`src/rtl/uart_tx_param.sv`:
```
// uart_tx_param: parametrised UART transmitter.
// Frame: start bit, DATA_BITS data bits LSB first, optional parity, STOP_BITS stop bits.
// Every bit lasts BAUD_DIV = CLK_FREQ_HZ/BAUD clock cycles.
// Optional feature macro: UART_TX_FIFO_EN. When defined, a FIFO_DEPTH-word input FIFO
// sits in front of the serialiser; when undefined, the shift register is loaded directly
// from the handshake.
// Ports:
//   clk       system clock, rising edge
//   rst       asynchronous active-high reset
//   tx_data   word to send, sampled on tx_valid && tx_ready
//   tx_valid  tx_data is valid
//   tx_ready  a word can be accepted this cycle
//   txd       serial line, idles high
//   tx_busy   frame on the line or words pending
//   tx_done   one-cycle pulse after the last stop bit of a frame
`default_nettype none

module uart_tx_param #(
    parameter int unsigned CLK_FREQ_HZ = 100000000,
    parameter int unsigned BAUD        = 9600,
    parameter int unsigned DATA_BITS   = 8,
    parameter int unsigned PARITY      = 0,
    parameter int unsigned STOP_BITS   = 1,
    parameter int unsigned FIFO_DEPTH  = 4
) (
    input  logic                 clk,
    input  logic                 rst,
    input  logic [DATA_BITS-1:0] tx_data,
    input  logic                 tx_valid,
    output logic                 tx_ready,
    output logic                 txd,
    output logic                 tx_busy,
    output logic                 tx_done
);

    localparam int unsigned BAUD_DIV = CLK_FREQ_HZ / BAUD;
    localparam int unsigned CNT_W    = $clog2(BAUD_DIV);
    localparam int unsigned BIT_W    = $clog2(DATA_BITS);

    localparam logic [2:0] ST_IDLE   = 3'd0;
    localparam logic [2:0] ST_START  = 3'd1;
    localparam logic [2:0] ST_DATA   = 3'd2;
    localparam logic [2:0] ST_PARITY = 3'd3;
    localparam logic [2:0] ST_STOP   = 3'd4;

    // Elaboration-time guard against illegal configurations
    if (BAUD_DIV < 2 || DATA_BITS < 5 || DATA_BITS > 9 || PARITY > 2 ||
        STOP_BITS < 1 || STOP_BITS > 2 || FIFO_DEPTH < 2 ||
        (FIFO_DEPTH & (FIFO_DEPTH - 1)) != 0) begin : g_param_check
        $error("uart_tx_param: illegal parameter set");
    end

    logic [2:0]           state, state_nx;
    logic [CNT_W-1:0]     cnt, cnt_nx;
    logic [BIT_W-1:0]     bit_cnt, bit_cnt_nx;
    logic [DATA_BITS-1:0] shreg, shreg_nx;
    logic                 par, par_nx;
    logic                 txd_nx, done_nx, busy_nx, ready_nx;

    logic                 src_valid;
    logic [DATA_BITS-1:0] src_data;
    logic                 bit_end, stop_last, load;

    assign bit_end   = (cnt == CNT_W'(BAUD_DIV - 1));
    assign stop_last = (state == ST_STOP) && bit_end && (bit_cnt == BIT_W'(STOP_BITS - 1));
    // A new word may start in IDLE or exactly as the last stop bit ends (zero-gap chaining)
    assign load      = src_valid && ((state == ST_IDLE) || stop_last);

`ifdef UART_TX_FIFO_EN
    localparam int unsigned PTR_W  = $clog2(FIFO_DEPTH);
    localparam int unsigned FCNT_W = PTR_W + 1;

    logic [DATA_BITS-1:0] fifo_mem [FIFO_DEPTH];
    logic [PTR_W-1:0]     rd_ptr, wr_ptr;
    logic [FCNT_W-1:0]    fcnt, fcnt_nx;
    logic                 push;

    // tx_ready is !full, so a push into a full FIFO is refused even if a pop happens
    assign push      = tx_valid && tx_ready;
    assign src_valid = (fcnt != '0);
    assign src_data  = fifo_mem[rd_ptr];

    // Occupancy update; simultaneous push and pop leaves the count unchanged
    always_comb begin
        fcnt_nx = fcnt;
        case ({push, load})
            2'b10:   fcnt_nx = fcnt + FCNT_W'(1);
            2'b01:   fcnt_nx = fcnt - FCNT_W'(1);
            default: fcnt_nx = fcnt;
        endcase
    end

    // FIFO pointers and occupancy
    always_ff @(posedge clk or posedge rst) begin
        if (rst) begin
            rd_ptr <= '0;
            wr_ptr <= '0;
            fcnt   <= '0;
        end else begin
            if (push) wr_ptr <= wr_ptr + PTR_W'(1);
            if (load) rd_ptr <= rd_ptr + PTR_W'(1);
            fcnt <= fcnt_nx;
        end
    end

    // FIFO storage, no reset needed
    always_ff @(posedge clk) begin
        if (push) fifo_mem[wr_ptr] <= tx_data;
    end

    assign ready_nx = (fcnt_nx != FCNT_W'(FIFO_DEPTH));
    assign busy_nx  = (state_nx != ST_IDLE) || (fcnt_nx != '0);
`else
    assign src_valid = tx_valid && tx_ready;
    assign src_data  = tx_data;

    // Ready in IDLE and during the final cycle of the last stop bit
    assign ready_nx = (state_nx == ST_IDLE) ||
                      ((state_nx == ST_STOP) && (cnt_nx == CNT_W'(BAUD_DIV - 1)) &&
                       (bit_cnt_nx == BIT_W'(STOP_BITS - 1)));
    assign busy_nx  = (state_nx != ST_IDLE);
`endif

    // Next-state, next-line-value logic
    always_comb begin
        state_nx   = state;
        cnt_nx     = cnt;
        bit_cnt_nx = bit_cnt;
        shreg_nx   = shreg;
        par_nx     = par;
        txd_nx     = txd;
        done_nx    = 1'b0;

        if (state != ST_IDLE) begin
            cnt_nx = bit_end ? '0 : cnt + CNT_W'(1);
        end

        case (state)
            ST_IDLE: begin
                txd_nx = 1'b1;
            end
            ST_START: begin
                if (bit_end) begin
                    state_nx   = ST_DATA;
                    bit_cnt_nx = '0;
                    txd_nx     = shreg[0];
                end
            end
            ST_DATA: begin
                if (bit_end) begin
                    if (bit_cnt == BIT_W'(DATA_BITS - 1)) begin
                        bit_cnt_nx = '0;
                        if (PARITY != 0) begin
                            state_nx = ST_PARITY;
                            txd_nx   = par;
                        end else begin
                            state_nx = ST_STOP;
                            txd_nx   = 1'b1;
                        end
                    end else begin
                        bit_cnt_nx = bit_cnt + BIT_W'(1);
                        shreg_nx   = shreg >> 1;
                        txd_nx     = shreg[1];
                    end
                end
            end
            ST_PARITY: begin
                if (bit_end) begin
                    state_nx   = ST_STOP;
                    bit_cnt_nx = '0;
                    txd_nx     = 1'b1;
                end
            end
            ST_STOP: begin
                if (bit_end) begin
                    if (bit_cnt == BIT_W'(STOP_BITS - 1)) begin
                        state_nx = ST_IDLE;
                        done_nx  = 1'b1;
                    end else begin
                        bit_cnt_nx = bit_cnt + BIT_W'(1);
                    end
                end
            end
            default: begin
                state_nx = ST_IDLE;
                txd_nx   = 1'b1;
            end
        endcase

        // Loading a word overrides the stop-to-idle return; parity is fixed at load time
        if (load) begin
            state_nx = ST_START;
            cnt_nx   = '0;
            shreg_nx = src_data;
            par_nx   = (^src_data) ^ (PARITY == 1);
            txd_nx   = 1'b0;
        end
    end

    // State and registered outputs
    always_ff @(posedge clk or posedge rst) begin
        if (rst) begin
            state    <= ST_IDLE;
            cnt      <= '0;
            bit_cnt  <= '0;
            shreg    <= '0;
            par      <= 1'b0;
            txd      <= 1'b1;
            tx_ready <= 1'b1;
            tx_busy  <= 1'b0;
            tx_done  <= 1'b0;
        end else begin
            state    <= state_nx;
            cnt      <= cnt_nx;
            bit_cnt  <= bit_cnt_nx;
            shreg    <= shreg_nx;
            par      <= par_nx;
            txd      <= txd_nx;
            tx_ready <= ready_nx;
            tx_busy  <= busy_nx;
            tx_done  <= done_nx;
        end
    end

endmodule

`default_nettype wire
```
`config.mk`:
```
export PLATFORM = sky130hd
export DESIGN_NAME = uart_tx_param
export DESIGN_NICKNAME = d
export VERILOG_FILES = /design/src/rtl/uart_tx_param.sv
export SDC_FILE = /design/constraint.sdc
export NUM_CORES = 1
export LEC_CHECK = 0
export ABC_AREA = 0
export CORE_AREA = 2 2 55 70
export CTS_CLUSTER_SIZE = 14
export DETAILED_ROUTE_END_ITERATION = 8
export DIE_AREA = 0 0 57 72
export PLACE_DENSITY = 0.73
export RECOVER_POWER = 50
export SLEW_MARGIN = 20
export SYNTH_ARGS = -nofsm -noshare
export SYNTH_HDL_FRONTEND = slang
export SYNTH_SLANG_ARGS = --single-unit
```
`constraint.sdc`:
```
create_clock -name clk -period 2.55 [get_ports clk]
set_input_delay 0.3825 -clock clk [delete_from_list [all_inputs] [get_ports clk]]
set_output_delay 0.3825 -clock clk [all_outputs]
set_load 0.02 [all_outputs]
```
Word-level counts from Yosys, hierarchy flattened:

Index checks and enable logic that the tools add are counted.

* bits in registers: 32
* input bits: 11
* output and inout bits: 4
* word-level logic and storage cells: 72

* add/sub/neg operators: 2
* equality and inequality tests: 13
* multiplexer cells: 30
* reduce and logical (&&, ||, !) cells: 19

Operators by type and width (number)
* 2-to-1 mux 14 bit: 3
* 2-to-1 mux 3 bit: 12
* 2-to-1 mux 8 bit: 4
* == test 14 bit, second input constant: 2
* case mux 3 bit (5 select lines): 1
* adder 14 x 1 -> 14 bit, second input constant: 1
* logical NOT 3 bit: 4
* == test 3 bit, second input constant: 3
* != test 3 bit, second input constant: 3
* case mux 3 bit (3 select lines): 1
* 2-to-1 mux 1 bit: 8
* == test 3 x 2 -> 1 bit, second input constant: 2
* logical AND 1 bit: 6
* nonzero test 3 bit: 2
* != test 2 bit, second input constant: 2
* case mux 1 bit (4 select lines): 1
* AND reduction 4 bit: 1
* nonzero test 2 bit: 2
* adder 3 x 1 -> 3 bit, second input constant: 1
* == test 3 x 1 -> 1 bit, second input constant: 1
* AND reduction 3 bit: 1
* logical OR 1 bit: 2
* OR reduction 2 bit: 1

Logic depth before layout (Yosys ltp):

Gate-level depths: netlist of run 1.

* word-level depth: 10
* mapped depth: 8

Worst setup path before layout of run 1:

Ideal clock, no wire load.

* kind: reg-to-reg
* start point: reg cnt[4]
* end point: reg tx_ready
* setup time: 0.059 ns
* arrival time: 1.789 ns
* required time: 2.491 ns
* setup slack: 0.701 ns
* cell stages (with the launch flop): 9
* path buffers: 2
* cell sequence: dfrtp_1 > buf_6 > and4bb_2 > nand4_4 > buf_2 > o31ai_1 > nand4b_1 > nor4b_2 > a21bo_1

* word-level cells in the longest chain between the ends: 10
* elaborated cells between the ends (all ways): 26

Ends and longest elaborated chain
* start: declaration: line 54 `logic [CNT_W-1:0] cnt, cnt_nx;`
* start signal: assignment: line 214 `cnt <= cnt_nx;`
* branches (longest 9 deep; another with adder 14 x 1 -> 14 bit)
* logical OR 1 bit (*): line 118 `assign ready_nx = (state_nx == ST_IDLE) ||`
* named net ready_nx: line 58 `logic txd_nx, done_nx, busy_nx, ready_nx;`
* end signal: assignment: line 219 `tx_ready <= ready_nx;`
* end: declaration: line 30 `output logic tx_ready,`

Mark *: on every way through the listed nets, which the timed path passes.
A chain may end at the register's enable or synchronous reset.

Worst setup path in the final report of run 1:

* start point: reg cnt[6]
* end point: reg tx_ready

* word-level cells in the longest chain between the ends: 10
* elaborated cells between the ends (all ways): 26

Ends and longest elaborated chain
* branches (longest 5 deep; another with adder 14 x 1 -> 14 bit)
* 2-to-1 mux 14 bit (*): line 191 `if (load) begin`
* named net cnt_nx[12]: line 54
* == test 14 bit (*): line 119 `((state_nx == ST_STOP) && (cnt_nx == CNT_W'(BAUD_DIV - 1)) &&`
* logical AND 1 bit (*) (2 in a row): line 119
* logical OR 1 bit (*): line 118
* named net ready_nx: line 58

Marks and branches as above.

==> results of run 1 <==
-- per-layer routing --
| layer | vias up | wire length, um | global-route usage, % |
|---|---|---|---|
| met2 | 24 | 2200 | 38.06 |
| met1 | 758 | 1709 | 25.52 |
| met5 | - | 0 | 0 |
| li1 | 742 | - | - |
| met3 | 8 | 80 | 4.100 |
| met4 | 0 | 106 | 10.59 |
-- critical path, stage by stage (launching register included) --
cell and delay (ns):
dfrtp_1 0.47, and4bb_2 0.38, nand4_4 0.24, o22ai_2 0.34, nor2_1 0.13, nor4b_1 0.51, a21bo_1 0.18
-- worst paths after layout --
kind,from,endpoint,cells after the start
max in group asynchronous,rst,cnt[9],3
hold reg to reg,shreg[0],shreg[0],1
setup reg to reg,cnt[6],tx_ready,6
setup / recovery,cnt[6],tx_ready,6
min in group asynchronous,rst,cnt[13],3
hold / removal,shreg[0],shreg[0],1
-- flip-flops by register name (all words and copies together) (netlist names) --
name and cells:
bit_cnt 3, cnt 14, shreg 8, state 3, tx_busy 1, tx_done 1, tx_ready 1, txd 1
-- per-stage QoR --
stage / power, mW / setup slack, ns
after CTS: 1.542 / 0.1426
after global placement: 1.154 / 0.1893
after global routing: 1.625 / 0.1213
final: 1.530 / 0.2307
after floorplan: 1.064 / 0.7013
after detailed placement: 1.168 / 0.1729
-- cell usage after synthesis (all sizes together) (3+ instances only) --
master	n
nor4	4
nor3	6
xor2	6
o21ai	15
nor2	14
nand2	13
o211ai	3
or3	3
and4	3
a22o	5
xnor2	6
nand2b	4
nand3	8
dfrtp	30
inv	9
ha	4
buf	9
a21o	5
a21oi	6
nand4	5
-- final cells by class --
class,instances,area [sq um],share of cell area [%]
clock buffers,7,76.32,3.532
clock inverters,1,5.005,0.2316
inverters,9,33.78,1.563
multi-input cells,143,1027,47.54
flip-flops and latches,32,803.3,37.17
well taps,39,48.80,2.258
repair buffers,18,166.4,7.701
-- repair_timing --
| item | CTS | global route |
|---|---|---|
| buffers inserted | 0 | 0 |
| gates resized for setup | 0 | 1 |
| endpoints found under the setup margin | 0 | 1 |
-- power groups by stage --
stage	registers (mW)	logic (mW)	clock network, mW
finish	0.759	0.401	0.370
floorplan	0.724	0.340	0
CTS	0.756	0.405	0.381
global placement	0.758	0.396	0
detailed placement	0.766	0.403	0
global route	0.778	0.450	0.397
-- kinds of logic (layout without fill, tap and decap cells) --
group,Yosys count,count (layout),share of synthesized area [%]
compound gates,51,51,19.35
mux,2,2,1.046
buf+inv,19,35,4.706
simple gates,74,74,24.84
flops,32,32,41.96
xor+xnor,12,12,5.490
fa+ha+maj,4,4,2.614
==> summary.txt, run 1 <==
Detailed routing
  • DRC: 0
  • Routed WL: approximately 4100 um
  • Router iterations before antenna repair: 5
  • DR vias: 1532
  • Via-to-Cell Ratio: 6.153
  • Antenna-violating nets left: 0
  • Drt wl/cell: 16.45 um
  • DR iter-0 viols: 32

Layout
  • Area grow syn2layout: 12.88%
  • # diodes: 0
  • Final nets: 224
  • Final Core Density: a little over three fifths
  • Filler instances: 318
  • Post-route design area: 2161 sq um
  • Most frequent cells in the layout: dfrtp_1, o21ai_0, nor2_1
  • Post-Layout Cell Count: ~250
  • Layout cell share with drive strength beyond 1: between 10% and 20%
  • Most common library cell in the layout ignoring fill and taps: dfrtp_1

STA
  • Worst hold slack: 0.4838 ns
  • Slew of the pin with the lowest slew margin: roughly 1.7 ns
  • Crit share post-route: 90.95%
  • Slew Limit Fails: 33
  • RSZ-0062 raised after global routing: no
  • Highest clock rate: 0.4312 GHz
  • Max-slew headroom: -13.59%
  • # setup viols final: 0
  • Final Hold Vio Count: 0
  • Setup tns final: 0 ns
  • Skew final: around 0.011 ns
  • Final Critical Period: 2.319 ns

Floorplanning
  • Io pins: 15
  • Die Area: 4104 sq um
  • Die Span Y: 72 um
  • Rows: 24
  • Die W: between 50 and 60 um
  • Initial core utilization: 55.92%
  • Core box area: 3423 sq um

Power
  • Net Sw Frac: about a third
  • Pwr Density: 708.0 nW/um^2
  • Worst vdd ir: 0.5051 mV
  • Gate power share: between 20% and 30%
  • Clk pwr share: 24.2%
  • P_int: 1.021 mW
  • Reg power frac: between 40% and 50%
  • Sw power: slightly above 0.5 mW
  • LEAKAGE: approximately 0.92 nW

Min path
  • Worst hold path type: reg -> reg

Synth
  • Yosys reg bits: 32
  • Post-synth top flop: dfrtp_1
  • Post-synth top area cell: dfrtp_1
  • Top post-synthesis cells by area: dfrtp_1, o21ai_0, dfstp_2
  • Synth Area per Inst: 9.868 sq um
  • Synthesized instance count: 194
  • Post-synth cell types: 59
  • Post-synth EDFFs: 0
  • Synthesized Nets: 209
  • Sequential element share of the synthesized area: roughly two fifths
  • Yosys warns: 0
  • FFs w/ async S/R, synth: 100.0%
  • Synth top area share: 39.22%
  • Mapped cell area: around 1900 sq um

Worst setup path
  • Crit Path Max Fanout: 15
  • CP Data Arrival Time: 2.54 ns
  • Setup CP Type: reg -> reg
  • Startpoint Class: flip-flop
  • R2r setup slk: between 0.2 and 0.25 ns
  • Critical path capture point type: flip-flop
  • CP required: 2.77 ns

GRT
  • Number of global-route vias before repair: 1516
  • GRT Residual Overflow: 0
  • First-pass GRT wire length: 6941 um
  • Total Routing Usage GR: between 20% and 30%
  • Largest net degree at the start of global routing: 33
  • Initial antenna violation count: 0

Clocking
  • TritonCTS Buffers: 5
  • Clock transition at the registers of the reported paths: about 0.07 ns
  • Clock root cell: clkbuf_8
  • Worst-case clock buffer depth: 2
  • H-Tree Depth: 2
  • Cts hold-fix bufs: 0
  • Clk sinks: 32
  • CTS tree: done
  • Skew-Pair Late Insertion Delay: 0.29 ns

Placed design
  • Post-placement cell count: around 240
  • Routability-driven placement congestion ratio: 0.8964
  • Detailed placement HPWL: 3058 um
  • Port buffer count: 14
  • Cell Area, Placed: 2077 sq um

Status
  • Status: complete, but fails checks
  • Failing checks: max-capacitance violations, max-slew violations

Flow run
  • Max_cap viols: 1
Note: power is estimated with default switching activity, not from simulation.
==> run 2: changes to the inputs <==
SLEW_MARGIN = 15   (was 20)
==> results of run 2 <==
The final DEF is identical to that of run 1; final timing and power are the same.
